--- src/rtl/disp_sched.sv ---
// Display scheduler: picks which display-mux source (and which 16-bit half)
// drives the 7-segment display, either from switches or by timed auto-scan.
module disp_sched #(
    parameter int DWELL  = 16,
    parameter int BLANK  = 2,
    parameter int HALVES = 1
) (
    input  logic        clk,
    input  logic        reset_n,
    input  logic        tick,
    input  logic        btn_mode,
    input  logic        btn_next,
    input  logic        btn_pause,
    input  logic        btn_half,
    input  logic [3:0]  manual_sel,
    input  logic [15:0] src_en,
    output logic [3:0]  sel,
    output logic        half,
    output logic        auto,
    output logic        blank,
    output logic        paused,
    output logic        advance
);

    localparam logic [15:0] DWELL_C  = 16'(DWELL);
    localparam logic [15:0] BLANK_C  = 16'(BLANK);
    localparam logic        HALVES_C = (HALVES != 0) ? 1'b1 : 1'b0;
    localparam logic        BLANK_EN = (BLANK != 0) ? 1'b1 : 1'b0;

    typedef enum logic [1:0] {
        ST_MANUAL   = 2'd0,
        ST_SHOW     = 2'd1,
        ST_BLANKING = 2'd2,
        ST_PAUSED   = 2'd3
    } state_t;

    // First enabled index at or after start, wrapping; start itself if none.
    function automatic logic [3:0] search_from(input logic [3:0] start, input logic [15:0] mask);
        logic [3:0] idx;
        logic [3:0] res;
        res = start;
        for (int i = 15; i >= 0; i--) begin
            idx = start + 4'(i);
            res = mask[idx] ? idx : res;
        end
        return res;
    endfunction

    function automatic logic [3:0] next_after(input logic [3:0] start, input logic [15:0] mask);
        return (mask == 16'd0) ? start : search_from(start + 4'd1, mask);
    endfunction

    state_t      state_r, state_nxt_s;
    logic [3:0]  sel_r, sel_nxt_s, step_sel_s;
    logic        half_r, half_nxt_s, step_half_s;
    logic        auto_r, blank_r, paused_r, advance_r;
    logic [15:0] dwell_cnt_r, dwell_nxt_s;
    logic [15:0] blank_cnt_r, blank_cnt_nxt_s;
    logic [3:0]  btn_q_r, btn_s, edge_s;
    logic        armed_r;
    logic        mode_e_s, next_e_s, pause_e_s, half_e_s;
    logic        dwell_done_s, blank_done_s, step_s;

    // armed_r masks the first cycle after reset so a button held through reset gives no edge
    assign btn_s     = {btn_half, btn_pause, btn_next, btn_mode};
    assign edge_s    = btn_s & ~btn_q_r & {4{armed_r}};
    assign mode_e_s  = edge_s[0];
    assign next_e_s  = edge_s[1];
    assign pause_e_s = edge_s[2];
    assign half_e_s  = edge_s[3];

    assign dwell_done_s = tick && ((dwell_cnt_r + 16'd1) == DWELL_C);
    assign blank_done_s = ((blank_cnt_r + 16'd1) == BLANK_C);
    assign step_s       = !mode_e_s && !pause_e_s &&
                          (((state_r == ST_SHOW) && (next_e_s || dwell_done_s)) ||
                           ((state_r == ST_PAUSED) && next_e_s));
    assign step_half_s  = HALVES_C && !half_r;
    assign step_sel_s   = step_half_s ? sel_r : next_after(sel_r, src_en);

    // State register and registered outputs
    always_ff @(posedge clk or negedge reset_n) begin
        if (!reset_n) begin
            state_r     <= ST_MANUAL;
            sel_r       <= 4'd0;
            half_r      <= 1'b0;
            auto_r      <= 1'b0;
            blank_r     <= 1'b0;
            paused_r    <= 1'b0;
            advance_r   <= 1'b0;
            dwell_cnt_r <= 16'd0;
            blank_cnt_r <= 16'd0;
            btn_q_r     <= 4'd0;
            armed_r     <= 1'b0;
        end else begin
            state_r     <= state_nxt_s;
            sel_r       <= sel_nxt_s;
            half_r      <= half_nxt_s;
            auto_r      <= (state_nxt_s != ST_MANUAL);
            blank_r     <= (state_nxt_s == ST_BLANKING);
            paused_r    <= (state_nxt_s == ST_PAUSED);
            advance_r   <= step_s;
            dwell_cnt_r <= dwell_nxt_s;
            blank_cnt_r <= blank_cnt_nxt_s;
            btn_q_r     <= btn_s;
            armed_r     <= 1'b1;
        end
    end

    // Next-state decode, priority mode > pause > next > dwell/blank expiry
    always_comb begin
        state_nxt_s = state_r;
        case (state_r)
            ST_MANUAL: begin
                if (mode_e_s) state_nxt_s = ST_SHOW;
                else          state_nxt_s = ST_MANUAL;
            end
            ST_SHOW: begin
                if (mode_e_s)                state_nxt_s = ST_MANUAL;
                else if (pause_e_s)          state_nxt_s = ST_PAUSED;
                else if (step_s && BLANK_EN) state_nxt_s = ST_BLANKING;
                else                         state_nxt_s = ST_SHOW;
            end
            ST_BLANKING: begin
                if (mode_e_s)                   state_nxt_s = ST_MANUAL;
                else if (pause_e_s)             state_nxt_s = ST_PAUSED;
                else if (tick && blank_done_s)  state_nxt_s = ST_SHOW;
                else                            state_nxt_s = ST_BLANKING;
            end
            ST_PAUSED: begin
                if (mode_e_s)       state_nxt_s = ST_MANUAL;
                else if (pause_e_s) state_nxt_s = ST_SHOW;
                else                state_nxt_s = ST_PAUSED;
            end
            default: state_nxt_s = ST_MANUAL;
        endcase
    end

    // Datapath next values: select, half and the dwell/blank counters
    always_comb begin
        sel_nxt_s       = sel_r;
        half_nxt_s      = half_r;
        dwell_nxt_s     = dwell_cnt_r;
        blank_cnt_nxt_s = blank_cnt_r;
        case (state_r)
            ST_MANUAL: begin
                if (mode_e_s) begin
                    sel_nxt_s       = search_from(sel_r, src_en);
                    half_nxt_s      = 1'b0;
                    dwell_nxt_s     = 16'd0;
                    blank_cnt_nxt_s = 16'd0;
                end else begin
                    sel_nxt_s  = manual_sel;
                    half_nxt_s = half_e_s ? ~half_r : half_r;
                end
            end
            ST_SHOW: begin
                if (step_s) begin
                    sel_nxt_s       = step_sel_s;
                    half_nxt_s      = step_half_s;
                    dwell_nxt_s     = 16'd0;
                    blank_cnt_nxt_s = 16'd0;
                end else if (!mode_e_s && !pause_e_s && tick) begin
                    dwell_nxt_s = dwell_cnt_r + 16'd1;
                end else begin
                    dwell_nxt_s = dwell_cnt_r;
                end
            end
            ST_BLANKING: begin
                if (!mode_e_s && !pause_e_s && tick) begin
                    if (blank_done_s) begin
                        blank_cnt_nxt_s = 16'd0;
                        dwell_nxt_s     = 16'd0;
                    end else begin
                        blank_cnt_nxt_s = blank_cnt_r + 16'd1;
                    end
                end else begin
                    blank_cnt_nxt_s = blank_cnt_r;
                end
            end
            ST_PAUSED: begin
                if (step_s) begin
                    sel_nxt_s   = step_sel_s;
                    half_nxt_s  = step_half_s;
                    dwell_nxt_s = 16'd0;
                end else begin
                    dwell_nxt_s = dwell_cnt_r;
                end
            end
            default: begin
                sel_nxt_s  = sel_r;
                half_nxt_s = half_r;
            end
        endcase
    end

    assign sel     = sel_r;
    assign half    = half_r;
    assign auto    = auto_r;
    assign blank   = blank_r;
    assign paused  = paused_r;
    assign advance = advance_r;

endmodule

--- config.mk ---
export PLATFORM = sky130hd
export DESIGN_NAME = disp_sched
export DESIGN_NICKNAME = d
export VERILOG_FILES = /design/src/rtl/disp_sched.sv
export SDC_FILE = /design/constraint.sdc
export NUM_CORES = 1
export LEC_CHECK = 0
export CORE_UTILIZATION = 65
export CTS_BUF_LIST = sky130_fd_sc_hd__clkbuf_8
export CTS_CLUSTER_SIZE = 28
export DETAILED_ROUTE_END_ITERATION = 8
export GPL_TIMING_DRIVEN = 0
export PLACE_DENSITY = 0.82
export SETUP_SLACK_MARGIN = 0.05
export SYNTH_ARGS = -nofsm -noshare
export SYNTH_HDL_FRONTEND = slang
export SYNTH_SLANG_ARGS = --single-unit
--- constraint.sdc ---
create_clock -name clk -period 8.8 [get_ports clk]
set_clock_uncertainty 0.2 [all_clocks]
set_input_delay 1.76 -clock clk [delete_from_list [all_inputs] [get_ports clk]]
set_output_delay 1.76 -clock clk [all_outputs]
set_load 0.01 [all_outputs]
* Word level (Yosys, flattened, before mapping)
Index checks and enable logic that the tools add are counted.
Cells by class: magnitude comparators 31, bitwise operators 4, shifts and indexed selects 0, div/mod/pow operators 0, multipliers 0, multiplexer cells 123, reductions and logical operators 22, eq/ne operators 19, add/subtract/negate cells 32
Operator list (number):
- 4-bit by 5-bit less-than comparator with 1-bit output (second input constant) | 31
- 4-bit two-way mux | 36
- 16-bit two-way mux | 8
- 1-bit binary-select mux with 4-bit select | 31
- 4-bit adder (second input constant) | 16
- 16-bit case mux with 4 select lines | 1
- 16-bit case mux with 3 select lines | 1
- 1-bit two-way mux | 35
- 16-bit by 1-bit adder with 16-bit output (second input constant) | 2
- 4-bit by 3-bit adder with 4-bit output (second input constant) | 8
- 17-bit != test (second input constant) | 1
- 4-bit by 2-bit adder with 4-bit output (second input constant) | 4
- 16-bit by 2-bit equality test with 1-bit output (second input constant) | 1
- 16-bit by 5-bit equality test with 1-bit output (second input constant) | 1
- 16-bit logical NOT | 1
- 2-bit two-way mux | 8
- 2-bit != test (second input constant) | 6
- 4-bit by 1-bit adder with 4-bit output (second input constant) | 2
- 4-bit AND | 2
- 2-bit equality test (second input constant) | 4
- 2-bit case mux with 4 select lines | 1
- 4-bit case mux with 2 select lines | 1
- 1-bit logical AND | 7
- 3-bit != test (second input constant) | 2
- other kinds (16) | 21
Word-level totals: memories kept 0, bits in writable memories 0, bits in latches 0, flip-flop bits (word level) 48, output and inout bits 9, bits in read-only memories 0

* Depth between registers and ports, before layout
Gate-level depths: netlist of run 1.
depth after elaboration 24, gate-level depth with buffers 18

* Least setup slack after synthesis of run 1
OpenSTA, ideal clock, no wires.
path kind register to register, start register sel_r[1], in the netlist sel[1], end register sel_r[1], in the netlist sel[1], data arrival time 4779 ps, setup slack 3730 ps, library setup time 92 ps, buffers on the path 5, cell stages (with the launch flop) 19, cell sequence dfrtp_1 buf_2 buf_2 inv_1 ha_1 buf_6 buf_6 buf_2 clkinv_1 ha_1 xor2_1 a221o_1 or3_1 and3_1 o21a_1 o31a_1 a221oi_1 a211oi_1 o31ai_2
On the way: word-level cells in the longest chain between the ends 24, elaborated cells on any way between the ends 132
Ends and longest elaborated chain:
- start: declaration | line 54 | logic [3:0] sel_r, sel_nxt_s, step_sel_s;
- start signal: assignment | line 96 | sel_r <= sel_nxt_s;
- 4-bit by 1-bit adder with 4-bit output | line 43, 50
- 4-bit adder | line 43 | idx = start + 4'(i);
- 1-bit binary-select mux with 4-bit select | line 44 | res = mask[idx] ? idx : res;
- 1-bit two-way mux (not written as such) | line 44
- 4-bit two-way mux (16 in series) | line 44
- 4-bit two-way mux | line 50 | return (mask == 16'd0) ? start : search_from(start + 4'd1, mask);
- 4-bit two-way mux | line 78 | assign step_sel_s = step_half_s ? sel_r : next_after(sel_r, src_en);
- 4-bit two-way mux | line 157, 181
- 4-bit case mux with 2 select lines | line 144 | case (state_r)
Parallel ways exist; a longest one is shown, timed or not. The select of a mux whose other input is x is not followed. A chain may end at the register's enable or synchronous reset.

* Worst setup path after layout of run 1
start register sel_r[1], in the netlist sel[1], end register sel_r[0], in the netlist sel[0]
Same word-level chain as after synthesis.

==> impl_metrics.yaml, run 1 <==
sta:
  max_freq_mhz: 150.1
  slew_viol_final: 0
  worst_slack_ns: 2.138
  rsz0062_at_grt: "no"
  relSlewSlack: 0.3105
  hold_violations: 0
  worstMarginPinSlew_ns: 1.005
  min_period_ns: 6.662
  setup_tns_ns: 0
  setup_viol: 0
  fin_crit_sh: 0.7570
routing:
  ant_nets: 0
  drt_iter0_markers: 1300
  drc: 0
  vias_per_cell: 7.581
  num_vias: 7930
  routed_wirelength_um: 24890
  wl_per_cell_um: 23.80
  firstDrtPassIters: 8
setup_path:
  crit_top_cell: "buf_2"
  cp_max_fo: 11
  slowest_stage: "a2111oi_0"
  crit_chain: "buf_2 -> buf_2 -> inv_1 -> ha_1 -> buf_6 -> buf_6 -> buf_2 -> clkinv_1 -> ha_1 -> xor2_1 -> nor3_1 -> nor3_1 -> nor3b_2 -> a21boi_1 -> o21ai_1 -> a2111oi_0 -> o22ai_1 -> o31ai_1"
  cp.required_ns: 8.81
  r2r_end: "sel[0]"
  r2r_setup_slack_ns: 2.14
  cpPeakStageDelay_ns: 0.70
  arrival_ns: 6.67
  startpoint_type: "flop"
  path_class: "reg2reg"
  worstReg2RegStart: "sel[1]"
  ff2ff_path_depth: 18
  end_kind: "flop"
clock_tree:
  clk-insertion-delay-late_ns: 0.31
  clk_path_buf_depth: 2
  clock_sinks: 48
  htreeDepth: 2
  cts_root_buf: "clkbuf_8"
  cts_tree: "yes"
  cts_hold_buf: 0
  clk_pin_slew_ns: 0.10
  cts_buffers: 5
  postCtsResizedCells: 0
  post_cts_buffers: 0
floorplanning:
  core-area_mm2: 0.01098
  ios: 36
  initial_core_util: 0.6745
  std_cell_rows: 38
  dieArea_mm2: 0.01183
  dieHeight_um: 108.8
  fp.dieW_um: 108.8
hold_path:
  holdPathStages: 1
  holdPathEnd: "dwell_cnt_r[12]"
  hold_start: "dwell_cnt_r[12]"
  holdCritPathClass: "reg2reg"
yosys:
  yosysWarnings: 0
  synth_top_area_frac: 0.1621
  synth_most_common_cell: "nor2_1"
  yosys-top-cells-area: "dfrtp_1, mux4_2, mux2i_1"
  syn-cell-area_mm2: 0.007408
  ys_seq_elements: 48
  synthFlopType: "dfrtp_1"
  ys_top_cells_by_count: "nor2_1, nand2_1, o21ai_0, mux2i_1, a21oi_1"
  synth-async-reset-ratio: 1.000
  synth-seq-area-share: 0.1621
  synth_fp_nets: 905
  synthCells: 862
  synth_edf_count: 0
  avgSynthCellArea_um2: 8.594
  yosysUniqueCellTypes: 94
  synth_top_area_cell: "dfrtp_1"
cells_and_area:
  fill_cells: 829
  drive_gt1_frac: 0.1534
  nets: 948
  fin_area_mm2: 0.008056
  area_growth_pct: 8.749
  diodes: 0
global_routing:
  grt_pass1_vias: 7387
  antenna_found_initial: 0
  use_met1: 0.5288
  track_usage: 0.4248
  grtUsageMet3: 0.05619
  use_met2: 0.7030
  grt_first_pass_wirelength_um: 38530
  overflow: 0
  grt_busiest_layer: "met2"
  grt_max_degree: 39
placed_design:
  dpl_cell_area_mm2: 0.007949
  dp_hpwl_um: 18630
  io_buffers: 35
  place_ws_ns: 2.471
  place.gp.congestion: 1.014
run_status:
  status: "completed"
run:
  max_cap_violations: 0
==> stage by stage <==
stage,std cells,hold WS [ns],util
after detailed placement,1038,0.3138,0.7237
after global placement,1037,0.2869,0.7224
after CTS,1046,0.3307,0.7335
final,1046,0.3428,0.7335
after global routing,1046,0.3649,0.7335
after floorplan,862,0.2699,-
==> logic make-up (layout without fill, tap and decap cells) <==
family	count (synthesis)	in the layout	synth area share
xor gates and xnor gates	30	30	0.04611
DFF	48	48	0.1621
adders and majority gates	16	16	0.02702
and+or+nand+nor	293	293	0.2059
AOI/OAI and AO/OA	252	252	0.2258
other	1	1	0.0005062
muxes	135	135	0.2782
buffers and inverters	87	131	0.05438
==> area by class of cell <==
| cell class | count | area [µm²] | area share |
|---|---|---|---|
| timing repair buffer | 36 | 365.4 | 0.04535 |
| tap | 140 | 175.2 | 0.02174 |
| multi-input combinational | 727 | 5804 | 0.7205 |
| clock buffer | 5 | 68.82 | 0.008542 |
| sequential | 48 | 1201 | 0.1491 |
| inverter | 28 | 105.1 | 0.01305 |
| buffer | 59 | 297.8 | 0.03696 |
| clock inverter | 3 | 38.79 | 0.004814 |
==> layout by cell type (no fill, tap or decap), types with 11 or more instances in the layout <==
| cell type | synthesis | routed |
|---|---|---|
| nand2_1 | 67 | 67 |
| buf_2 | 15 | 16 |
| a31oi_1 | 14 | 14 |
| o31ai_1 | 29 | 29 |
| mux2i_1 | 55 | 55 |
| inv_1 | 22 | 23 |
| ha_1 | 16 | 16 |
| nand3_1 | 28 | 28 |
| a211oi_1 | 11 | 11 |
| o22ai_1 | 11 | 11 |
| nor3_1 | 30 | 30 |
| a21oi_1 | 52 | 52 |
| o21ai_0 | 57 | 57 |
| mux4_2 | 51 | 51 |
| xnor2_1 | 17 | 17 |
| mux2_2 | 19 | 19 |
| nand4_1 | 12 | 12 |
| clkdlybuf4s50_1 | 0 | 34 |
| nor2_1 | 69 | 69 |
| dfrtp_1 | 48 | 48 |
| clkbuf_1 | 29 | 29 |
| and3_1 | 11 | 11 |
==> metal layers <==
| layer | routed length [µm] | up-vias |
|---|---|---|
| met5 | 0 | - |
| met1 | 9366 | 3724 |
| met3 | 2541 | 142 |
| li1 | - | 3452 |
| met2 | 11460 | 612 |
| met4 | 1525 | 0 |
==> worst max-delay path by stage <==
| stage | depth (start not counted) | from | endpoint | slack [ns] |
|---|---|---|---|---|
| after floorplan | 18 | sel[1] | sel[1] | 3.73 |
| after global placement | 18 | sel[1] | sel[0] | 2.70 |
| after detailed placement | 18 | sel[1] | sel[0] | 2.47 |
| after CTS | 18 | sel[1] | sel[0] | 2.44 |
| after global routing | 18 | sel[1] | sel[0] | 1.87 |
| final | 18 | sel[1] | sel[0] | 2.14 |
==> critical path: cells and delay by family, from the launching register on <==
kind | cells | cell delay [ns]
compound gates | 5 | 1.44
simple gates | 3 | 1.18
xor+xnor | 1 | 0.20
buf+inv | 7 | 2.04
fa+ha+maj | 2 | 0.90
flops | 1 | 0.57
==> flip-flops by register name (all words and copies together) (netlist names) <==
name and flops:
half 1, blank 1, paused 1, auto 1, blank_cnt_r 16, state_r 2
btn_q_r 4, dwell_cnt_r 16, advance 1, armed_r 1, sel 4
Power of run 1 is not shown: default switching activity piles up to over one toggle a cycle in this logic, so the estimate is an artifact.
==> run 2, diff against run 1 <==
Settings changed: CORE_UTILIZATION 65 to 64, PLACE_DENSITY 0.82 to 0.81.
Clock period 8.8 ns to 6.5 ns, I/O delays scaled along.
==> run 2 against run 1 <==
Compared with the run above: global-route usage decreased by 0.99 points; non-clock buffer count unchanged; worst hold slack got worse by 0.019 ns; critical path type unchanged; critical endpoint unchanged; largest cell class unchanged; highest routed layer unchanged.
==> impl_metrics.yaml, run 2 (synthesized netlist as in run 1, its figures left out) <==
setup_path:
  crit_top_cell: "buf_2"
  cp_max_fo: 11
  ff2ff_path_depth: 18
  path_class: "reg2reg"
  worst-path-stages: 18
  startpoint_type: "flop"
  cp.required_ns: 6.52
  crit_family: "compound AO/OA/AOI/OAI gates"
  critical_path_buf_inv_count: 7
  crit_chain: "buf_2 -> buf_2 -> inv_1 -> ha_1 -> buf_6 -> buf_6 -> buf_2 -> clkinvlp_4 -> ha_1 -> xor2_1 -> a221o_1 -> o21ba_2 -> nor3b_2 -> a21boi_1 -> o21ai_1 -> a2111oi_0 -> o22ai_1 -> o31ai_1"
  arrival_ns: 6.31
  slowest_stage: "dfrtp_1"
  r2r_setup_slack_ns: 0.21
  end_kind: "flop"
  cpPeakStageDelay_ns: 0.61
routing:
  ant_nets: 0
  drc: 0
  vias_per_cell: 7.520
  routed_wirelength_um: 24650
  num_vias: 7866
  wl_per_cell_um: 23.56
  drt_iter0_markers: 1062
  firstDrtPassIters: 6
cells_and_area:
  fill_cells: 879
  layout_common_cells: "nor2_1, nand2_1, o21ai_0"
  area_growth_pct: 8.985
  register_area_mm2: 0.001201
  top_regs: "blank_cnt_r x16, dwell_cnt_r x16"
  final_common_cell: "nor2_1"
  drive_gt1_frac: 0.1578
  nets: 948
  multi_input_area_mm2: 0.005814
  diodes: 0
sta:
  max_freq_mhz: 159.1
  setup_viol: 0
  slew_viol_final: 0
  worstMarginPinSlew_ns: 0.9294
  hold_violations: 0
  min_period_ns: 6.286
  fin_crit_sh: 0.9671
  rsz0062_at_grt: "no"
  setup_tns_ns: 0
  relSlewSlack: 0.3627
global_routing:
  grt_max_degree: 39
  antenna_found_initial: 0
  grt_first_pass_wirelength_um: 37930
  grt_pass1_vias: 7324
  track_usage: 0.4150
  overflow: 0
floorplanning:
  fp.dieW_um: 109.6
  std_cell_rows: 38
  initial_core_util: 0.6687
  dieArea_mm2: 0.01201
  dieHeight_um: 109.6
  ios: 36
  core-area_mm2: 0.01108
run:
  max_cap_violations: 0
placed_design:
  io_buffers: 35
  place.gp.congestion: 1.039
  dp_hpwl_um: 18740
hold_path:
  holdCritPathClass: "reg2reg"
  holdPathStages: 2
clock_tree:
  clk_path_buf_depth: 2
  cts_hold_buf: 0
  cts_root_buf: "clkbuf_8"
  htreeDepth: 2
  cts_tree: "yes"
  cts_buffers: 5
  clk-insertion-delay-late_ns: 0.31
  clock_sinks: 48
  clk_pin_slew_ns: 0.09
run_status:
  status: "completed"
-- run 2: changes by cell type in the layout (fill, tap and decap cells not counted) --
cell,before,now
nor3_2,0,2
clkinvlp_4,0,2
clkinv_1,2,1
inv_1,23,22
nor3_1,30,28
-- run 2: worst register-to-register path, cell delays in order, from the launching register on --
cell,delay [ns]
dfrtp_1,0.61
buf_2,0.33
buf_2,0.33
inv_1,0.23
ha_1,0.42
buf_6,0.18
buf_6,0.18
buf_2,0.35
clkinvlp_4,0.37
ha_1,0.41
xor2_1,0.22
a221o_1,0.46
o21ba_2,0.32
nor3b_2,0.24
a21boi_1,0.22
o21ai_1,0.11
a2111oi_0,0.60
o22ai_1,0.17
o31ai_1,0.23
-- run 2: metal layers --
layer	track usage	up-vias	routed length, µm
met2	0.6954	596	11370
met4	0.2533	0	1513
li1	-	3435	-
met3	0.08595	130	2646
met1	0.4878	3705	9117
met5	0	-	0
-- run 2: cell type report --
cell class,count,area share
Multi-Input combinational cell,727,0.7201
Buffer,59,0.03688
Clock buffer,5,0.008523
Tap cell,140,0.02170
Timing Repair Buffer,36,0.04525
Sequential cell,48,0.1488
Clock inverter,3,0.005269
Inverter,28,0.01348
-- run 2: path summary, 6_finish.rpt --
path / startpoint / end
worst max-delay path: sel[1] / sel[0]
worst min-delay path: blank_cnt_r[12] / blank_cnt_r[12]
worst max register to register: sel[1] / sel[0]
worst min register to register: blank_cnt_r[12] / blank_cnt_r[12]
max in group asynchronous: reset_n / blank_cnt_r[7]
min in group asynchronous: reset_n / dwell_cnt_r[12]
-- run 2: timing repair --
item / CTS / global route
gates resized for setup: 0 / 3
setup endpoints to repair: 0 / 3
buffers inserted: 0 / 0
-- run 2: stage by stage --
step | hold WS (ns) | cells | cell area [µm²] | util | setup WS (ns)
floorplan | 0.2699 | 862 | 7408 | - | 1.430
global placement | 0.2883 | 1037 | 7934 | 0.7162 | 0.3308
detailed placement | 0.2974 | 1038 | 7949 | 0.7175 | 0.1743
CTS | 0.3185 | 1046 | 8060 | 0.7276 | 0.1064
global route | 0.3647 | 1046 | 8074 | 0.7288 | 0.08112
finish | 0.3236 | 1046 | 8074 | 0.7288 | 0.2137
Power of run 2 is left out for the same reason.
==> run 3, diff against run 2 <==
Settings changed: SETUP_SLACK_MARGIN 0.05 to 0.4.
==> run 3 against run 2 <==
Compared with the run above: critical endpoint unchanged; design area increased by 0.12%; sequential share of layout area about the same; final cell count unchanged; die area unchanged; wire length decreased by 0.28%; setup slack improved by 0.45 ns; count of clock-buffer cells in the layout unchanged; via count decreased by 0.32%; critical path depth unchanged.
==> impl_metrics.yaml, run 3 (synthesized netlist as in run 1, its figures left out) <==
run_status:
  status: "completed"
floorplanning:
  ios: 36
  initial_core_util: 0.6687
  core-area_mm2: 0.01108
  fp.dieW_um: 109.6
  dieHeight_um: 109.6
  std_cell_rows: 38
  dieArea_mm2: 0.01201
cells_and_area:
  layout_common_cells: "nor2_1, nand2_1, o21ai_0"
  drive_gt1_frac: 0.1600
  diodes: 0
  area_growth_pct: 9.120
  nets: 948
  top_regs: "blank_cnt_r x16, dwell_cnt_r x16"
  fill_cells: 882
  post-route-util: 0.7297
  final_common_cell: "nor2_1"
setup_path:
  r2r_setup_slack_ns: 0.66
  r2r_end: "sel[0]"
  cp.required_ns: 6.53
  path_class: "reg2reg"
  cpPeakStageDelay_ns: 0.54
  startpoint_type: "flop"
  critical_path_buf_inv_count: 7
  worst-path-stages: 18
  worstReg2RegStart: "sel[1]"
  slowest_stage: "a2111oi_1"
  crit_chain: "buf_2 -> buf_2 -> inv_1 -> ha_1 -> buf_6 -> buf_6 -> clkbuf_4 -> clkinv_2 -> ha_1 -> xor2_1 -> a221o_1 -> o21ba_2 -> nor3b_2 -> a21boi_1 -> o21ai_1 -> a2111oi_1 -> o22ai_1 -> o31ai_1"
  end_kind: "flop"
  cp_max_fo: 11
  arrival_ns: 5.86
  crit_family: "compound AO/OA/AOI/OAI gates"
  ff2ff_path_depth: 18
run:
  max_cap_violations: 0
clock_tree:
  cts_hold_buf: 0
  cts_tree: "yes"
  clk_path_buf_depth: 2
  clk_pin_slew_ns: 0.09
  clock_sinks: 48
  clk-insertion-delay-late_ns: 0.31
  cts_root_buf: "clkbuf_8"
  htreeDepth: 2
  post_cts_buffers: 0
  cts_buffers: 5
sta:
  setup_tns_ns: 0
  fin_crit_sh: 0.8982
  min_period_ns: 5.838
  hold_violations: 0
  max_freq_mhz: 171.3
  worstMarginPinSlew_ns: 0.9101
  slew_viol_final: 0
  rsz0062_at_grt: "no"
  relSlewSlack: 0.3759
  setup_viol: 0
global_routing:
  track_usage: 0.4151
  grt_pass1_vias: 7328
  antenna_found_initial: 0
  overflow: 0
  grt_first_pass_wirelength_um: 37900
  grt_max_degree: 39
placed_design:
  io_buffers: 35
  place.gp.congestion: 1.039
  dp_hpwl_um: 18740
hold_path:
  holdPathStages: 2
  holdPathEnd: "blank_cnt_r[12]"
  hold_start: "blank_cnt_r[12]"
  holdCritPathClass: "reg2reg"
routing:
  routed_wirelength_um: 24580
  ant_nets: 0
  firstDrtPassIters: 5
  vias_per_cell: 7.496
  num_vias: 7841
  wl_per_cell_um: 23.50
  drt_iter0_markers: 1010
  drc: 0
==> run 3: cell count changes in the layout (fill, tap and decap cells not counted) <==
cell / before / now
a2111oi_0: 2 / 1
a2111oi_1: 0 / 1
buf_2: 16 / 15
clkbuf_4: 0 / 1
clkinv_2: 1 / 2
clkinvlp_4: 2 / 1
dfrtp_1: 48 / 47
dfrtp_2: 0 / 1
xnor2_1: 17 / 16
xnor2_2: 5 / 6
==> run 3: worst max-delay path by stage <==
stage,startpoint,endpoint,slack (ns)
final,sel[1],sel[0],0.66
after global routing,sel[1],sel[1],0.50
after CTS,sel[1],sel[1],0.56
after detailed placement,sel[1],sel[0],0.17
after global placement,sel[1],sel[0],0.33
after floorplan,sel[1],sel[1],1.43
==> run 3: routing by layer <==
metal,up-vias,global-route usage,part of all wire
met2,569,0.6918,0.47
li1,3438,-,-
met5,-,0,0
met1,3724,0.4874,0.38
met3,110,0.08654,0.10
met4,0,0.2619,0.058
==> run 3: area by class of cell <==
cell class                      count  area, µm²  area share
Multi-Input combinational cell    727       5823      0.7203
Sequential cell                    48       1202      0.1487
Timing Repair Buffer               36      365.4     0.04519
Buffer                             59      300.3     0.03715
Tap cell                          140      175.2     0.02167
Inverter                           28      106.4     0.01316
Clock buffer                        5      68.82    0.008513
Clock inverter                      3      42.54    0.005262
==> run 3: stage by stage <==
step                      hold WS [ns]  std cells  setup slack (ns)  area (µm²)
after floorplan                 0.2699        862             1.430        7408
after global placement          0.2883       1037            0.3308        7934
after detailed placement        0.2974       1038            0.1743        7949
after CTS                       0.3185       1046            0.5558        8071
after global routing            0.3647       1046            0.5012        8084
final                           0.3283       1046            0.6615        8084
==> run 3: repair_timing <==
item / 4_1_cts / 5_1_grt
pin swaps: 0 / 0
hold endpoints to repair: 0 / 0
setup endpoints to repair: 3 / 3
resized for setup: 3 / 4
gates cloned: 0 / 0
==> run 3: tightest hold or removal path: stages, from the launching register on <==
cell     delay (ns)
dfrtp_1        0.36
o21ai_0        0.08
o21ai_0        0.06
Power of run 3 is left out for the same reason.
